## config.mk

```make
export PLATFORM = sky130hd
export DESIGN_NAME = mem_stage
export DESIGN_NICKNAME = d
export VERILOG_FILES = /design/src/rtl/mem_pkg.sv /design/src/rtl/lsu_align.sv /design/src/rtl/mem_stage.sv
export SDC_FILE = /design/constraint.sdc
export NUM_CORES = 1
export LEC_CHECK = 0
export BUFFER_PORTS_ARGS = -buffer_cell sky130_fd_sc_hd__buf_2
export CAP_MARGIN = 40
export CORE_MARGIN = 2
export CORE_UTILIZATION = 52
export CTS_CLUSTER_SIZE = 14
export DETAILED_ROUTE_END_ITERATION = 8
export GPL_TIMING_DRIVEN = 0
export PLACE_DENSITY = 0.83
export SYNTH_ARGS = -nofsm -noshare
export SYNTH_HDL_FRONTEND = slang
export SYNTH_HIERARCHICAL = 1
export SYNTH_SLANG_ARGS = --single-unit
```

## constraint.sdc

```tcl
create_clock -name i_clk -period 2.4 [get_ports i_clk]
set_clock_uncertainty 0.1 [all_clocks]
set_input_delay 0 -clock i_clk [delete_from_list [all_inputs] [get_ports i_clk]]
set_output_delay 0 -clock i_clk [all_outputs]
set_load 0.03 [all_outputs]
```

## src/rtl/mem_pkg.sv

```systemverilog
// Shared encodings for the memory-access stage: funct3 sizes, FSM states and byte-mask bases.
package mem_pkg;

  localparam logic [2:0] F3_B  = 3'b000;
  localparam logic [2:0] F3_H  = 3'b001;
  localparam logic [2:0] F3_W  = 3'b010;
  localparam logic [2:0] F3_BU = 3'b100;
  localparam logic [2:0] F3_HU = 3'b101;

  typedef enum logic [1:0] {
    ST_IDLE = 2'd0,
    ST_REQ  = 2'd1,
    ST_WAIT = 2'd2
  } state_t;

  localparam logic [3:0] MASK_B = 4'b0001;
  localparam logic [3:0] MASK_H = 4'b0011;
  localparam logic [3:0] MASK_W = 4'b1111;

endpackage

```

## src/rtl/lsu_align.sv

```systemverilog
// Combinational store lane replication / byte-enable generation, load extraction and
// access-fault detection for a 32-bit data memory port.
module lsu_align
  import mem_pkg::*;
#(
  parameter int XLEN = 32
) (
  input  logic [2:0]      st_funct3,
  input  logic [1:0]      st_off,
  input  logic [XLEN-1:0] st_data,
  output logic [XLEN-1:0] st_wdata,
  output logic [3:0]      st_wmask,
  output logic            st_fault,
  input  logic [2:0]      ld_funct3,
  input  logic [1:0]      ld_off,
  input  logic [XLEN-1:0] ld_rdata,
  output logic [XLEN-1:0] ld_data
);

  function automatic logic [XLEN-1:0] ext8(input logic signed [7:0] v, input logic sgn);
    return sgn ? {{(XLEN-8){v[7]}}, v} : {{(XLEN-8){1'b0}}, v};
  endfunction

  function automatic logic [XLEN-1:0] ext16(input logic signed [15:0] v, input logic sgn);
    return sgn ? {{(XLEN-16){v[15]}}, v} : {{(XLEN-16){1'b0}}, v};
  endfunction

  function automatic logic access_fault(input logic [2:0] f3, input logic [1:0] off);
    case (f3)
      F3_B, F3_BU: return 1'b0;
      F3_H, F3_HU: return off[0];
      F3_W:        return off != 2'b00;
      default:     return 1'b1;
    endcase
  endfunction

  logic [XLEN-1:0] ld_shifted;

  always_comb begin
    st_wdata = st_data;
    st_wmask = MASK_W;
    case (st_funct3)
      F3_B, F3_BU: begin
        st_wdata = {4{st_data[7:0]}};
        st_wmask = MASK_B << st_off;
      end
      F3_H, F3_HU: begin
        st_wdata = {2{st_data[15:0]}};
        st_wmask = st_off[1] ? (MASK_H << 2) : MASK_H;
      end
      default: ;
    endcase
    st_fault = access_fault(st_funct3, st_off);
  end

  // Loads: bring the addressed byte/half down to lane 0, then extend.
  always_comb begin
    ld_shifted = ld_rdata >> {ld_off, 3'b000};
    case (ld_funct3)
      F3_B:    ld_data = ext8(ld_shifted[7:0], 1'b1);
      F3_BU:   ld_data = ext8(ld_shifted[7:0], 1'b0);
      F3_H:    ld_data = ext16(ld_shifted[15:0], 1'b1);
      F3_HU:   ld_data = ext16(ld_shifted[15:0], 1'b0);
      default: ld_data = ld_shifted;
    endcase
  end

endmodule

```

## src/rtl/mem_stage.sv

```systemverilog
// Memory-access stage: captures an execute result, runs the req/gnt/rvalid handshake with
// data memory and produces one registered writeback result per instruction.
module mem_stage
  import mem_pkg::*;
#(
  parameter int XLEN = 32
) (
  input  logic            i_clk,
  input  logic            i_rst_n,
  input  logic            i_valid,
  output logic            o_ready,
  input  logic            i_mem_read,
  input  logic            i_mem_write,
  input  logic [2:0]      i_funct3,
  input  logic [XLEN-1:0] i_addr,
  input  logic [XLEN-1:0] i_store_data,
  input  logic [4:0]      i_rd,
  input  logic            i_reg_write,
  output logic            o_dmem_req,
  output logic            o_dmem_we,
  output logic [XLEN-1:0] o_dmem_addr,
  output logic [XLEN-1:0] o_dmem_wdata,
  output logic [3:0]      o_dmem_wmask,
  input  logic            i_dmem_gnt,
  input  logic            i_dmem_rvalid,
  input  logic [XLEN-1:0] i_dmem_rdata,
  output logic            o_wb_valid,
  output logic [XLEN-1:0] o_wb_data,
  output logic [4:0]      o_wb_rd,
  output logic            o_wb_reg_write,
  output logic            o_fault
);

  state_t          state_q, state_d;
  logic            accept, is_mem, st_fault, mem_go, fault_go;
  logic [XLEN-1:0] st_wdata, ld_data;
  logic [3:0]      st_wmask;
  logic [2:0]      funct3_p1;
  logic [1:0]      off_p1;
  logic [4:0]      rd_p1;
  logic            regw_p1;

  lsu_align #(.XLEN(XLEN)) u_align (
    .st_funct3 (i_funct3),
    .st_off    (i_addr[1:0]),
    .st_data   (i_store_data),
    .st_wdata  (st_wdata),
    .st_wmask  (st_wmask),
    .st_fault  (st_fault),
    .ld_funct3 (funct3_p1),
    .ld_off    (off_p1),
    .ld_rdata  (i_dmem_rdata),
    .ld_data   (ld_data)
  );

  always_ff @(posedge i_clk) begin
    if (!i_rst_n) state_q <= ST_IDLE;
    else          state_q <= state_d;
  end

  always_comb begin
    state_d = state_q;
    case (state_q)
      ST_IDLE: if (mem_go)     state_d = ST_REQ;
      ST_REQ:  if (i_dmem_gnt) state_d = o_dmem_we ? ST_IDLE : ST_WAIT;
      ST_WAIT: if (i_dmem_rvalid) state_d = ST_IDLE;
      default: state_d = ST_IDLE;
    endcase
  end

  always_comb begin
    o_ready  = i_rst_n && (state_q == ST_IDLE);
    accept   = i_valid && o_ready;
    is_mem   = i_mem_read || i_mem_write;
    fault_go = accept && is_mem && st_fault;
    mem_go   = accept && is_mem && !st_fault;
  end

  // Stage p1: per-instruction context needed when the load data returns.
  always_ff @(posedge i_clk) begin
    if (accept) begin
      funct3_p1 <= i_funct3;
      off_p1    <= i_addr[1:0];
      rd_p1     <= i_rd;
      regw_p1   <= i_reg_write;
    end
  end

  // Memory request registers; address/data stay put after gnt, only req drops.
  always_ff @(posedge i_clk) begin
    if (!i_rst_n) begin
      o_dmem_req   <= 1'b0;
      o_dmem_we    <= 1'b0;
      o_dmem_addr  <= '0;
      o_dmem_wdata <= '0;
      o_dmem_wmask <= '0;
    end else if (mem_go) begin
      o_dmem_req   <= 1'b1;
      o_dmem_we    <= i_mem_write;
      o_dmem_addr  <= {i_addr[XLEN-1:2], 2'b00};
      o_dmem_wdata <= i_mem_write ? st_wdata : '0;
      o_dmem_wmask <= i_mem_write ? st_wmask : 4'b0000;
    end else if (state_q == ST_REQ && i_dmem_gnt) begin
      o_dmem_req   <= 1'b0;
    end
  end

  // Writeback registers: everything holds except the valid pulse.
  always_ff @(posedge i_clk) begin
    if (!i_rst_n) begin
      o_wb_valid     <= 1'b0;
      o_wb_data      <= '0;
      o_wb_rd        <= '0;
      o_wb_reg_write <= 1'b0;
      o_fault        <= 1'b0;
    end else begin
      o_wb_valid <= 1'b0;
      if (accept && !is_mem) begin
        o_wb_valid     <= 1'b1;
        o_wb_data      <= i_addr;
        o_wb_rd        <= i_rd;
        o_wb_reg_write <= i_reg_write;
        o_fault        <= 1'b0;
      end else if (fault_go) begin
        o_wb_valid     <= 1'b1;
        o_wb_data      <= '0;
        o_wb_rd        <= i_rd;
        o_wb_reg_write <= 1'b0;
        o_fault        <= 1'b1;
      end else if (state_q == ST_REQ && i_dmem_gnt && o_dmem_we) begin
        o_wb_valid     <= 1'b1;
        o_wb_data      <= '0;
        o_wb_rd        <= rd_p1;
        o_wb_reg_write <= 1'b0;
        o_fault        <= 1'b0;
      end else if (state_q == ST_WAIT && i_dmem_rvalid) begin
        o_wb_valid     <= 1'b1;
        o_wb_data      <= ld_data;
        o_wb_rd        <= rd_p1;
        o_wb_reg_write <= regw_p1;
        o_fault        <= 1'b0;
      end
    end
  end

endmodule

```

==> flow_metrics.py <==
metrics = {
    "setup_path": {
        "startpoint": "off_p1[0]",
        "critPathKind": "reg -> reg",
        "critPathMaxFanout": 7,
        "r2r_start": "off_p1[0]",
        "cp-start-kind": "flop",
        "cp-end-kind": "flop",
        "rrSetupSlack_ns": 0.1,
        "cp_data_arrival_time_ns": 2.50,
        "r2r_end": "o_wb_data[9]",
        "crit_end": "o_wb_data[9]",
        "required_ns": 2.60,
        "reg2reg_depth": 9,
    },
    "layout": {
        "syn_to_final_growth_pct": 38.7,
        "nets": 1180,
        "final_common_cell": "buf_2",
        "drive_gt1_frac": 0.297,
        "final_cell_mix": "226 x buf_2, 110 x dfxtp_1, 84 x o21ai_0",
        "final_core_util": 0.744,
        "num-fill-cells": 912,
        "design_area_mm2": 0.00951,
    },
    "routing": {
        "wl_per_cell_um": 19.9,
        "drt_iter0_markers": 856,
        "vias_per_cell": 6.18,
        "drt_wl_total_mm": 25.0,
        "drc_errors": 0,
        "dr_total_vias": 7754,
        "firstDrtPassIters": 6,
        "antenna_left": 0,
    },
    "place": {
        "gp_congestion": 0.930,
        "hpwl_mm": 16.7,
        "place_area_mm2": 0.00817,
        "portBuffers": 219,
        "dp_slack_ns": -0.0892,
    },
    "synth": {
        "synth_area_leader_cell": "dfxtp_1",
        "synth_seq_area_share": 0.369,
        "synth-seq-cells": 121,
        "syn_inst": 750,
        "async_reset_ff_frac": 0,
        "netlist_area_mm2": 0.00686,
        "ys_warn_count": 6,
        "synthTopCellsByArea": "dfxtp_1 32%, a21boi_1 7.3%, o21ai_0 6.1%, o221a_1 5.4%, a211oi_1 4.8%",
        "post_synth.cell_area_avg_um2": 9.14,
        "netlist.area_leader.share": 0.321,
        "ys.flop_type": "dfxtp_1",
        "synth_enable_flop_cells": 11,
        "ys_types": 52,
    },
    "power": {
        "powerDensity_mw_per_mm2": 596,
        "p_leak_uw": 0.00413,
        "ir_drop_mv": 0.346,
        "power_uw": 5670,
    },
    "job": {
        "maxCapViolations": 0,
    },
    "clock_tree": {
        "clock_latency_ns": 0.42,
        "clk_pin_slew_worst_paths_ns": 0.05,
        "clockBufferDepth": 2,
        "numCtsBuffers": 17,
        "cts.htree.levels": 4,
        "root_buffer": "clkbuf_16",
        "cts.sinks": 121,
        "cts_tree": "built",
    },
    "worst_hold_path": {
        "hp-class": "in -> reg",
    },
    "floorplan": {
        "start_util": 0.537,
        "num_io_pins": 223,
        "core.rowCount": 41,
        "die_h_um": 119,
        "die_x_um": 119,
        "core_mm2": 0.0128,
        "die-area_mm2": 0.0141,
    },
    "sta": {
        "worst_pin_slew_ns": 0.605,
        "finalCritPeriodShare": 0.959,
        "clock.fmax_mhz": 435,
        "setup_ws_ns": 0.0986,
        "hold_violations": 0,
        "period_minus_slack_ns": 2.30,
        "rsz0062_at_grt": "no",
        "drv_slew": 0,
        "setup_violations": 0,
        "holdWs_ns": 0.0237,
        "slew_headroom": 0.596,
    },
    "grt": {
        "grt_max_degree": 21,
        "grt_overflow": 0,
        "grt_use_total": 0.342,
        "antenna_found_initial": 2,
        "grt_pass1_wl_mm": 38.4,
        "grt_pass1_vias": 7413,
    },
    "run_status": {
        "status": "complete, no violations",
    },
}
==> logic make-up (layout without fill, tap and decap cells) <==
kind of cell | count (synthesis) | in the layout | synth area share
AO/OA/AOI/OAI | 266 | 266 | 0.283
buffers and inverters | 108 | 437 | 0.0872
flip-flops | 121 | 121 | 0.369
multiplexers | 44 | 44 | 0.0671
other | 1 | 4 | 0.000547
AND/OR/NAND/NOR | 210 | 210 | 0.192
==> synth_stat cells, types with 8 or more instances <==
| cell | instances |
|---|---|
| dfxtp_1 | 110 |
| o21ai_0 | 84 |
| a21boi_1 | 67 |
| clkbuf_1 | 59 |
| a211oi_1 | 44 |
| nand4_1 | 37 |
| and3_1 | 34 |
| nand3_1 | 34 |
| nor4bb_1 | 33 |
| o221a_1 | 33 |
| mux2i_1 | 28 |
| nand2_1 | 26 |
| nor2_1 | 21 |
| buf_4 | 17 |
| mux2_2 | 16 |
| buf_6 | 14 |
| edfxtp_1 | 11 |
| a21oi_1 | 9 |
| nor2b_1 | 9 |
| buf_2 | 8 |
==> cell type report <==
type                            instances  area (um2)  share of cell area
Multi-Input combinational cell        522        3750               0.394
Sequential cell                       121        2530               0.266
Timing Repair Buffer                  299        1890               0.199
Buffer                                102         576              0.0605
Clock buffer                           27         503              0.0529
Tap cell                              172         215              0.0226
Inverter                                5        21.3             0.00224
Clock inverter                          4        20.0             0.00211
Antenna cell                            2        5.00            0.000526
==> state kept, by name, summed over array words and instances (netlist names) <==
register / cells
o_dmem_addr: 30
o_fault: 1
o_dmem_we: 1
o_wb_reg_write: 1
o_wb_valid: 1
rd_p1: 5
regw_p1: 1
o_wb_data: 32
state_q: 2
o_dmem_wmask: 4
off_p1: 2
funct3_p1: 3
o_dmem_wdata: 32
o_wb_rd: 5
o_dmem_req: 1
==> how the worst min path moves through the flow <==
stage,depth (start not counted),end,from
final,4,o_dmem_wdata[10],i_store_data[10]
after global routing,4,o_dmem_wdata[10],i_store_data[10]
after CTS,5,o_dmem_wdata[26],i_store_data[10]
after detailed placement,1,rd_p1[2],i_rd[2]
after global placement,1,regw_p1,i_reg_write
after floorplan,0,funct3_p1[0],i_funct3[0]
==> repair_timing <==
action / in CTS / in global routing
hold buffers: 77 / 0
endpoints found under the hold margin: 116 / 0
gates resized for setup: 0 / 5
endpoints found under the setup margin: 0 / 79
setup buffers: 0 / 3
==> per-stage QoR <==
step	cells	TNS [ns]
after global placement	1142	-0.0528
after global routing	1253	0
after detailed placement	1142	-0.749
after CTS	1250	0
final	1254	0
after floorplan	751	0
==> power breakdown <==
group / leakage [uW] / switching [uW] / internal [uW]
clock: 0.000261 / 885 / 1410
combinational: 0.00287 / 711 / 479
sequential: 0.000997 / 48.2 / 2130
total: 0.00413 / 1640 / 4020
==> layer usage <==
metal / vias to the layer above / track usage / routed length (um)
met5: - / 0 / 0
met4: 0 / 0.174 / 1050
met3: 97 / 0.0862 / 2310
met2: 500 / 0.580 / 12100
met1: 3664 / 0.400 / 9560
li1: 3493 / - / -
==> worst max-delay path, cell delays in order, from the launching register on <==
cell	delay [ns]
edfxtp_1	0.37
buf_6	0.15
mux2i_1	0.24
mux2i_1	0.19
a21boi_2	0.20
buf_4	0.16
nor2_1	0.06
nor4bb_1	0.36
a211oi_1	0.11
o221a_1	0.23
(Power assumes the default switching activity.)
